--- src/rtl/sync_pattern_tx.sv ---
// J/K line-symbol transmitter: emits SYNC, one NRZI-encoded bit-stuffed data word, then EOP.
// Output symbols are registered so each one appears cleanly after the edge that selects it.
module sync_pattern_tx #(
    parameter int DATA_W       = 8,
    parameter int SYNC_LEN     = 8,
    parameter int CLKS_PER_SYM = 1,
    parameter int STUFF_RUN    = 6
) (
    input  logic              CLK,
    input  logic              RST,
    input  logic              tx_start,
    input  logic [DATA_W-1:0] tx_data,
    input  logic              err_inject,
    output logic              out_k,
    output logic              out_j,
    output logic              out_en,
    output logic              tx_busy,
    output logic              tx_done
);

    localparam int TMR_W   = $clog2(CLKS_PER_SYM) + 1;
    localparam int IDX_MAX = (SYNC_LEN > DATA_W) ? SYNC_LEN : DATA_W;
    localparam int IDX_W   = $clog2(IDX_MAX) + 1;
    localparam int ONES_W  = $clog2(STUFF_RUN) + 1;

    localparam logic [TMR_W-1:0]  TMR_LAST   = TMR_W'(CLKS_PER_SYM - 1);
    localparam logic [IDX_W-1:0]  SYNC_LAST  = IDX_W'(SYNC_LEN - 1);
    localparam logic [IDX_W-1:0]  SYNC_PEN   = IDX_W'(SYNC_LEN - 2);
    localparam logic [IDX_W-1:0]  DATA_LAST  = IDX_W'(DATA_W - 1);
    localparam logic [ONES_W-1:0] ONES_LIMIT = ONES_W'(STUFF_RUN);

    typedef enum logic [2:0] {
        S_IDLE,
        S_SYNC,
        S_DATA,
        S_STUFF,
        S_EOP
    } state_t;

    state_t            state_q, state_d;
    logic [TMR_W-1:0]  tmr_q, tmr_d;
    logic [IDX_W-1:0]  idx_q, idx_d;
    logic [ONES_W-1:0] ones_q, ones_d;
    logic [DATA_W-1:0] data_q, data_d;
    logic              err_q, err_d;
    logic              k_q, k_d;
    logic              j_q, j_d;
    logic              en_q, en_d;
    logic              busy_q, busy_d;
    logic              done_q, done_d;

    logic              emit_bit;
    logic              enter_eop;
    logic [ONES_W-1:0] ones_base;
    logic              nk;

    // Sync symbol i is K when i is even or one of the last two; err corrupts the final one to J.
    function automatic logic sync_is_k(input logic [IDX_W-1:0] idx, input logic err);
        logic is_k;
        if (idx == SYNC_LAST) begin
            is_k = ~err;
        end else if (idx == SYNC_PEN) begin
            is_k = 1'b1;
        end else begin
            is_k = ~idx[0];
        end
        return is_k;
    endfunction

    always_comb begin
        state_d   = state_q;
        tmr_d     = tmr_q;
        idx_d     = idx_q;
        ones_d    = ones_q;
        data_d    = data_q;
        err_d     = err_q;
        k_d       = k_q;
        j_d       = j_q;
        en_d      = en_q;
        busy_d    = busy_q;
        done_d    = 1'b0;
        emit_bit  = 1'b0;
        enter_eop = 1'b0;
        ones_base = '0;
        nk        = 1'b0;

        case (state_q)
            S_IDLE: begin
                if (tx_start) begin
                    state_d = S_SYNC;
                    tmr_d   = '0;
                    idx_d   = '0;
                    data_d  = tx_data;
                    err_d   = err_inject;
                    k_d     = sync_is_k('0, err_inject);
                    j_d     = ~sync_is_k('0, err_inject);
                    en_d    = 1'b1;
                    busy_d  = 1'b1;
                end
            end
            default: begin
                if (tmr_q != TMR_LAST) begin
                    tmr_d = tmr_q + TMR_W'(1);
                end else begin
                    tmr_d = '0;
                    case (state_q)
                        S_SYNC: begin
                            if (idx_q != SYNC_LAST) begin
                                idx_d = idx_q + IDX_W'(1);
                                k_d   = sync_is_k(idx_q + IDX_W'(1), err_q);
                                j_d   = ~sync_is_k(idx_q + IDX_W'(1), err_q);
                            end else begin
                                state_d   = S_DATA;
                                idx_d     = '0;
                                emit_bit  = 1'b1;
                                ones_base = '0;
                            end
                        end
                        S_DATA: begin
                            // A full run of ones forces a toggle before anything else, even after the last bit.
                            if (ones_q == ONES_LIMIT) begin
                                state_d = S_STUFF;
                                ones_d  = '0;
                                k_d     = ~k_q;
                                j_d     = k_q;
                            end else if (idx_q != DATA_LAST) begin
                                idx_d     = idx_q + IDX_W'(1);
                                emit_bit  = 1'b1;
                                ones_base = ones_q;
                            end else begin
                                enter_eop = 1'b1;
                            end
                        end
                        S_STUFF: begin
                            if (idx_q != DATA_LAST) begin
                                state_d   = S_DATA;
                                idx_d     = idx_q + IDX_W'(1);
                                emit_bit  = 1'b1;
                                ones_base = ones_q;
                            end else begin
                                enter_eop = 1'b1;
                            end
                        end
                        S_EOP: begin
                            if (idx_q == IDX_W'(0)) begin
                                idx_d = IDX_W'(1);
                            end else if (idx_q == IDX_W'(1)) begin
                                idx_d = IDX_W'(2);
                                k_d   = 1'b0;
                                j_d   = 1'b1;
                            end else begin
                                state_d = S_IDLE;
                                idx_d   = '0;
                                k_d     = 1'b0;
                                j_d     = 1'b1;
                                en_d    = 1'b0;
                                busy_d  = 1'b0;
                                done_d  = 1'b1;
                            end
                        end
                        default: begin
                            state_d = S_IDLE;
                        end
                    endcase
                end
            end
        endcase

        // NRZI: a 0 toggles the line, a 1 repeats the previous J/K symbol.
        if (emit_bit) begin
            state_d = S_DATA;
            data_d  = data_q >> 1;
            if (data_q[0]) begin
                nk     = k_q;
                ones_d = ones_base + ONES_W'(1);
            end else begin
                nk     = ~k_q;
                ones_d = '0;
            end
            k_d = nk;
            j_d = ~nk;
        end

        if (enter_eop) begin
            state_d = S_EOP;
            idx_d   = '0;
            k_d     = 1'b0;
            j_d     = 1'b0;
        end
    end

    always_ff @(posedge CLK) begin
        if (!RST) begin
            state_q <= S_IDLE;
            tmr_q   <= '0;
            idx_q   <= '0;
            ones_q  <= '0;
            k_q     <= 1'b0;
            j_q     <= 1'b1;
            en_q    <= 1'b0;
            busy_q  <= 1'b0;
            done_q  <= 1'b0;
        end else begin
            state_q <= state_d;
            tmr_q   <= tmr_d;
            idx_q   <= idx_d;
            ones_q  <= ones_d;
            k_q     <= k_d;
            j_q     <= j_d;
            en_q    <= en_d;
            busy_q  <= busy_d;
            done_q  <= done_d;
        end
        data_q <= data_d;
        err_q  <= err_d;
    end

    assign out_k   = k_q;
    assign out_j   = j_q;
    assign out_en  = en_q;
    assign tx_busy = busy_q;
    assign tx_done = done_q;

endmodule

--- config.mk ---
export PLATFORM = sky130hd
export DESIGN_NAME = sync_pattern_tx
export DESIGN_NICKNAME = d
export VERILOG_FILES = /design/src/rtl/sync_pattern_tx.sv
export SDC_FILE = /design/constraint.sdc
export NUM_CORES = 1
export LEC_CHECK = 0
export ABC_AREA = 1
export CELL_PAD_IN_SITES_DETAIL_PLACEMENT = 1
export CELL_PAD_IN_SITES_GLOBAL_PLACEMENT = 1
export CORE_MARGIN = 2
export CORE_UTILIZATION = 25
export CTS_BUF_LIST = sky130_fd_sc_hd__clkbuf_4 sky130_fd_sc_hd__clkbuf_8
export CTS_CLUSTER_DIAMETER = 150
export DETAILED_ROUTE_END_ITERATION = 8
export GPL_ROUTABILITY_DRIVEN = 0
export PLACE_DENSITY = 0.51
export SLEW_MARGIN = 10
export SYNTH_ARGS = -nofsm -noshare
export SYNTH_HDL_FRONTEND = slang
export SYNTH_SLANG_ARGS = --single-unit
--- constraint.sdc ---
create_clock -name CLK -period 3.32 [get_ports CLK]
set_clock_uncertainty 0.1 [all_clocks]
set_input_delay 0.498 -clock CLK [delete_from_list [all_inputs] [get_ports CLK]]
set_output_delay 0.498 -clock CLK [all_outputs]
set_load 0.1 [all_outputs]
==> results of run 1 <==
per-stage QoR:
step                      setup WS (ns)  power [uW]
after floorplan                    1.35         466
final                             0.950         773
after global placement             1.15         514
after CTS                         0.940         778
after global routing              0.901         810
after detailed placement           1.12         512
power groups by stage:
stage / sequential (uW) / combinational [uW] / clock [uW]
global route: 347 / 178 / 285
CTS: 344 / 162 / 272
global placement: 351 / 163 / 0
floorplan: 379 / 87.0 / 0
finish: 344 / 160 / 269
detailed placement: 351 / 161 / 0
area by class of cell:
| class | count | area share |
|---|---|---|
| clock inverters | 1 | 0.0168 |
| flip-flops and latches | 24 | 0.314 |
| repair buffers | 16 | 0.0882 |
| well taps | 75 | 0.0525 |
| multi-input cells | 141 | 0.452 |
| inverters | 25 | 0.0539 |
| clock buffers | 3 | 0.0231 |
final timing paths:
kind	slack [ns]	to
setup / recovery	0.95	tx_busy
hold / removal	0.37	ones_q[0]
setup reg to reg	1.14	data_q[5]
hold reg to reg	0.37	ones_q[0]
logic make-up after synthesis:
group	Yosys count
AND/OR/NAND/NOR	111
buffers and inverters	28
flip-flops	24
AO/OA/AOI/OAI	23
adder cells (fa/ha/maj)	5
XOR/XNOR	2
per-layer routing:
metal / global-route usage / vias up / wire (um) / part of all wire
met5: 0 / - / 0 / 0
met1: 0.174 / 560 / 1930 / 0.54
met4: 0.0356 / 0 / 38 / 0.011
met3: 0.0211 / 4 / 95 / 0.026
met2: 0.198 / 15 / 1540 / 0.43
li1: - / 652 / - / -
sequential cells by signal, summed over array words and instances (netlist names):
register / flops
idx_q: 4
tx_done: 1
tx_busy: 1
out_k: 1
state_q: 3
ones_q: 4
out_j: 1
err_q: 1
data_q: 8
placed cells by master (no fill, tap or decap), types with 7 or more instances in the layout:
| cell | netlist | layout |
|---|---|---|
| sky130_fd_sc_hd__a21oi_1 | 11 | 11 |
| sky130_fd_sc_hd__dfxtp_1 | 16 | 16 |
| sky130_fd_sc_hd__nor2_4 | 7 | 7 |
| sky130_fd_sc_hd__inv_1 | 18 | 18 |
| sky130_fd_sc_hd__nand2_1 | 57 | 57 |
| sky130_fd_sc_hd__clkdlybuf4s50_1 | 0 | 15 |
| sky130_fd_sc_hd__edfxtp_1 | 8 | 8 |
| sky130_fd_sc_hd__nand3_1 | 11 | 11 |
| sky130_fd_sc_hd__nor2_1 | 11 | 11 |
==> results by group, run 1 <==
Run status
  • Outcome: finished clean

Placement
  • Port bufs: 16
  • Area of placed instances: 1720 sq um
  • Dpl cells: 281
  • Placed wire-length estimate after detailed placement: 2850 um

Floorplanning
  • # rows: 28
  • Floorplan core area: 5850 sq um
  • Full die area: 6610 sq um
  • Starting density of the core: 0.255
  • Vertical die dimension: 81.3 um
  • Number of ports placed on the die boundary: 17
  • Die outline width: 81.3 um

CTS
  • Root buffer selected by CTS: sky130_fd_sc_hd__clkbuf_8
  • CTS tree: yes
  • Number of buffers created by CTS: 3
  • Hold-fix buffers, CTS: 0
  • Post-CTS clock slew at the launch and capture registers of the worst setup and hold paths: 0.10 ns
  • Maximum root-to-sink buffer count: 2
  • Post-cts sizing count: 0
  • Setup fix buffers added after clock tree synthesis: 0
  • H-tree Lvls: 1
  • Clock tree sinks: 24
  • Source-to-sink clock delay at the later pin of the worst-skew pair: 0.28 ns

Finish
  • Post-Route Utilization: 0.305
  • Area of the multi-input gates: 807 sq um
  • Fin area: 1790 sq um
  • Sequential cell area: 561 sq um
  • Post-layout net count: 228
  • Antenna diodes: 0
  • Area Growth Syn to Fin: 19.6%
  • Layout cells sized above 1: 0.186
  • Final std cells w/o fill: 285
  • Filler instances: 715

Yosys
  • Share of the synthesized netlist area taken by xor and xnor gates: 0.0117
  • Cell with the most instances after synthesis: sky130_fd_sc_hd__nand2_1
  • Main flop type after synthesis: sky130_fd_sc_hd__dfxtp_1
  • Largest cells by area after synthesis: sky130_fd_sc_hd__dfxtp_1, sky130_fd_sc_hd__edfxtp_1, sky130_fd_sc_hd__nand2_1
  • Area leader, netlist: sky130_fd_sc_hd__dfxtp_1
  • Syn Inst Count: 193
  • Simple logic cell fraction of the synthesized area: 0.390
  • Warning count from the yosys run: 0
  • Share of cell area taken by muxes after synthesis: 0
  • Cell types with the highest counts after synthesis: sky130_fd_sc_hd__nand2_1, sky130_fd_sc_hd__inv_1, sky130_fd_sc_hd__dfxtp_1
  • Post-synth net total: 210
  • Fraction of the mapped netlist area in compound gates: 0.0963
  • Cell area after synthesis: 1490 sq um
  • Share of async-settable or async-resettable flops after synthesis: 0
  • Main combinational cell family by area after synthesis: simple AND/OR/NAND/NOR gates
  • Number of enable-type register cells in the synthesized netlist: 8
  • Flop and latch count out of synthesis: 24
  • Average cell area after synthesis: 7.74 sq um
  • Top-area cell type share of the netlist area: 0.214
  • Fraction of the mapped netlist area in adder cells: 0.0419
  • Sequential share of the synthesized area: 0.375
  • Number of distinct library cells after synthesis: 33

Global routing
  • Global-route wire length before repair: 6330 um
  • Total Routing Usage GR: 0.125
  • Pin count of the biggest net entering global routing: 18
  • Number of global-route vias before repair: 1298
  • Sum of overflow across all layers after global routing: 0
  • Antenna violations before repair: 0

Routing
  • Final wirelength: 3610 um
  • Ratio of routed vias to standard cells: 4.32
  • Remaining antenna violation count: 0
  • Vias post-DR: 1231
  • Count of unresolved DRC violations after routing: 0
  • WL per Instance: 12.7 um
  • Iteration-0 DRC Markers: 46
  • TritonRoute pass-1 iters: 4

Timing
  • Hold Violations, Final: 0
  • Remaining max-slew budget at the tightest pin: 0.341
  • Total of endpoints with negative setup slack in the final report: 0
  • Worst-Margin Slew: 0.985 ns
  • Final Slew Violations: 0
  • Final min period: 2.37 ns
  • Hold slack: 0.368 ns
  • Sum Neg Setup Slack: 0 ns
  • Share of the cycle needed by the critical path after routing: 0.714
  • Unrepaired setup endpoints after global routing: no
  • Maximum operating frequency: 422 MHz

Worst setup path
  • Critical path origin: tx_busy
  • Category of the worst setup path capture point: output pin
  • Worst path top cell family by delay: buffers and inverters
  • Ordered list of cells on the worst path: clkdlybuf4s50_1
  • Cell with the largest stage delay on the worst path: sky130_fd_sc_hd__clkdlybuf4s50_1
  • Stages on worst setup path: 1
  • Highest net fanout along the worst path: 3
  • Reg-to-Reg Start: idx_q[0]
  • Startpoint type of the worst setup path: flop
  • Peak per-stage delay on the critical path: 1.14 ns
  • Worst reg2reg path depth: 7
  • Req. time, crit path: 2.72 ns
  • Critical path arrival: 1.77 ns
  • Combined buffer and inverter count along the critical path: 1
  • Setup CP Type: flop to output pin

Power
  • Net switching share of the total power: 0.304
  • Gate power share: 0.207
  • Worst ir drop on vdd: 0.000194 V
  • Power per cell area: 433 nW/um^2
  • Leakage power of the design: 0.000743 uW
  • Relative contribution of the clock network to total power: 0.348
  • Proportion of power drawn by flip-flops and latches: 0.445
  • Cell Int Power: 538 uW
  • Net switching power figure: 235 uW

Min path
  • Class of the tightest hold or removal check: flop to flop
  • Worst Min Path Start: ones_q[0]
  • Hold depth: 2

Run
  • Max Cap Viol: 0
Note: power is estimated with default switching activity, not from simulation.
==> run 2: changes to the inputs <==
--- a/config.mk
+++ b/config.mk
@@ -14,7 +14,7 @@
 export CTS_CLUSTER_DIAMETER = 150
 export DETAILED_ROUTE_END_ITERATION = 8
 export GPL_ROUTABILITY_DRIVEN = 0
-export PLACE_DENSITY = 0.51
+export PLACE_DENSITY = 0.53
 export SLEW_MARGIN = 10
 export SYNTH_ARGS = -nofsm -noshare
 export SYNTH_HDL_FRONTEND = slang
==> constraint.sdc (replaced) <==
create_clock -name CLK -period 2.18 [get_ports CLK]
set_clock_uncertainty 0.1 [all_clocks]
set_input_delay 0.327 -clock CLK [delete_from_list [all_inputs] [get_ports CLK]]
set_output_delay 0.327 -clock CLK [all_outputs]
set_load 0.1 [all_outputs]
==> run 2 against run 1 <==
Worst hold slack better by 0.0040 ns. Critical endpoint is now data_q[2]. Sequential share of layout area down 0.088 points. Flip-flop and latch count unchanged. Final cell count up 0.70%. First-iteration DRC count down 37%. Final area up 0.28%. Power up 50%. Via count up 2.3%.
==> results by group, run 2 (same netlist as run 1, synthesis figures left out) <==
Placement
  • Dpl cells: 283 (+0.71%)
  • Placed wire-length estimate after detailed placement: 2880 um (+1.0%)
  • Port bufs: 16 (unchanged)
  • Post-placement worst setup slack: 0.222 ns (-0.896 ns)

Global routing
  • Global-route wire length before repair: 6310 um (-0.33%)
  • Number of global-route vias before repair: 1318 (+1.5%)
  • Antenna violations before repair: 0 (unchanged)
  • Total Routing Usage GR: 0.123 (-0.00191)
  • Sum of overflow across all layers after global routing: 0 (unchanged)
  • Pin count of the biggest net entering global routing: 15 (-3)

Worst setup path
  • Startpoint type of the worst setup path: flop
  • Setup CP Type: flop to flop
  • Req. time, crit path: 2.04 ns (-0.68 ns)
  • Category of the worst setup path capture point: flop
  • Reg-to-Reg Start: idx_q[0]
  • Critical path arrival: 1.79 ns (+0.02 ns)
  • Highest net fanout along the worst path: 10 (+7)
  • Worst-case register-to-register setup slack: 0.25 ns (-0.89 ns)
  • Critical path origin: idx_q[0]
  • Worst reg2reg path depth: 7 (unchanged)

CTS
  • Clock tree sinks: 24 (unchanged)
  • Hold-fix buffers, CTS: 0 (unchanged)
  • Post-CTS clock slew at the launch and capture registers of the worst setup and hold paths: 0.09 ns (about the same)
  • Source-to-sink clock delay at the later pin of the worst-skew pair: 0.27 ns (about the same)
  • Number of buffers created by CTS: 3 (unchanged)
  • CTS tree: yes
  • Setup fix buffers added after clock tree synthesis: 0 (unchanged)
  • Post-cts sizing count: 0 (unchanged)
  • Maximum root-to-sink buffer count: 2 (unchanged)
  • H-tree Lvls: 1 (unchanged)
  • Root buffer selected by CTS: sky130_fd_sc_hd__clkbuf_8

Routing
  • Remaining antenna violation count: 0 (unchanged)
  • Iteration-0 DRC Markers: 29 (-37%)
  • WL per Instance: 12.2 um (-3.3%)
  • Ratio of routed vias to standard cells: 4.39 (+1.6%)
  • Final wirelength: 3510 um (-2.6%)
  • TritonRoute pass-1 iters: 4 (unchanged)
  • Count of unresolved DRC violations after routing: 0 (unchanged)
  • Vias post-DR: 1259 (+2.3%)

Finish
  • Commonest non-fill, non-tap cell in the layout: sky130_fd_sc_hd__nand2_1
  • Reg with most FFs: data_q
  • Post-layout net count: 230 (+0.88%)
  • Commonest cells after routing, fill and taps aside: sky130_fd_sc_hd__nand2_1, sky130_fd_sc_hd__inv_1, sky130_fd_sc_hd__dfxtp_1
  • Final std cells w/o fill: 287 (+0.70%)
  • Antenna diodes: 0 (unchanged)
  • Number of flip-flops in the largest register: 8 (unchanged)
  • Filler instances: 715 (unchanged)
  • Regs by FF count: data_q x8, idx_q x4, ones_q x4
  • Layout cells sized above 1: 0.212 (+0.0265)
  • Area Growth Syn to Fin: 19.9%

Timing
  • Sum Neg Setup Slack: 0 ns (unchanged)
  • Hold slack: 0.372 ns (+0.00395 ns)
  • Final Slew Violations: 0 (unchanged)
  • Final WS setup: 0.254 ns (-0.696 ns)
  • Unrepaired setup endpoints after global routing: no
  • Final min period: 1.93 ns
  • Maximum operating frequency: 519 MHz
  • Hold Violations, Final: 0 (unchanged)
  • Share of the cycle needed by the critical path after routing: 0.884
  • Worst-Margin Slew: 0.348 ns (-0.637 ns)
  • Remaining max-slew budget at the tightest pin: 0.768 (+0.426)
  • Total of endpoints with negative setup slack in the final report: 0 (unchanged)

Power
  • Leakage power of the design: 0.000758 uW (+2.0%)
  • Power consumption: 1160 uW (+50%)
  • Power per cell area: 646 nW/um^2 (+49%)
  • Worst ir drop on vdd: 0.000271 V (+40%)

Min path
  • Class of the tightest hold or removal check: flop to flop
  • Worst Min Path Start: ones_q[0]
  • Hold depth: 2 (unchanged)

Floorplanning
  • Full die area: 6610 sq um (unchanged)
  • Floorplan core area: 5850 sq um (unchanged)
  • Number of ports placed on the die boundary: 17 (unchanged)
  • Vertical die dimension: 81.3 um (unchanged)
  • # rows: 28 (unchanged)
  • Die outline width: 81.3 um (unchanged)
  • Starting density of the core: 0.255 (unchanged)

Run
  • Max Cap Viol: 0 (unchanged)

Run status
  • Outcome: finished clean
## run 2: changes by cell type in the layout (fill, tap and decap cells not counted)
cell,delta
sky130_fd_sc_hd__buf_4,+6
sky130_fd_sc_hd__clkdlybuf4s50_1,-4
## run 2: metal layers
layer	wire (um)	global-route usage
met5	0	0
met2	1540	0.193
met4	19	0.0305
met1	1840	0.177
met3	113	0.0167
## run 2: layout make-up
| type | instances | area, sq um | share of cell area |
|---|---|---|---|
| multi-input combinational | 141 | 807 | 0.450 |
| sequential | 24 | 561 | 0.313 |
| timing repair buffer | 18 | 163 | 0.0908 |
| inverter | 25 | 96.3 | 0.0538 |
| tap | 75 | 93.8 | 0.0524 |
| clock buffer | 3 | 41.3 | 0.0230 |
| clock inverter | 1 | 30.0 | 0.0168 |
## run 2: through the flow
stage	area [sq um]	utilization
after floorplan	1490	-
after detailed placement	1720	0.294
after CTS	1790	0.306
final	1790	0.306
after global routing	1790	0.306
after global placement	1720	0.294
## run 2: path summary, 6_finish.rpt
| path | to |
|---|---|
| max | data_q[2] |
| min | ones_q[0] |
| max reg2reg | data_q[2] |
| min reg2reg | ones_q[0] |
## run 2: report_power, final
group | switching [uW] | total [uW] | internal, uW | leakage, uW
clock network | 149 | 395 | 245 | 0.0000357
registers | 27.3 | 524 | 496 | 0.000207
logic | 164 | 239 | 75.0 | 0.000515
total | 341 | 1160 | 817 | 0.000758
## run 2: worst max-delay path, cell delays in order, from the launching register on
cell	delay, ns
sky130_fd_sc_hd__dfxtp_1	0.46
sky130_fd_sc_hd__ha_1	0.24
sky130_fd_sc_hd__nand2_2	0.08
sky130_fd_sc_hd__nor2_4	0.18
sky130_fd_sc_hd__nand2_1	0.12
sky130_fd_sc_hd__nand2_4	0.15
sky130_fd_sc_hd__inv_1	0.07
sky130_fd_sc_hd__nand2_1	0.23
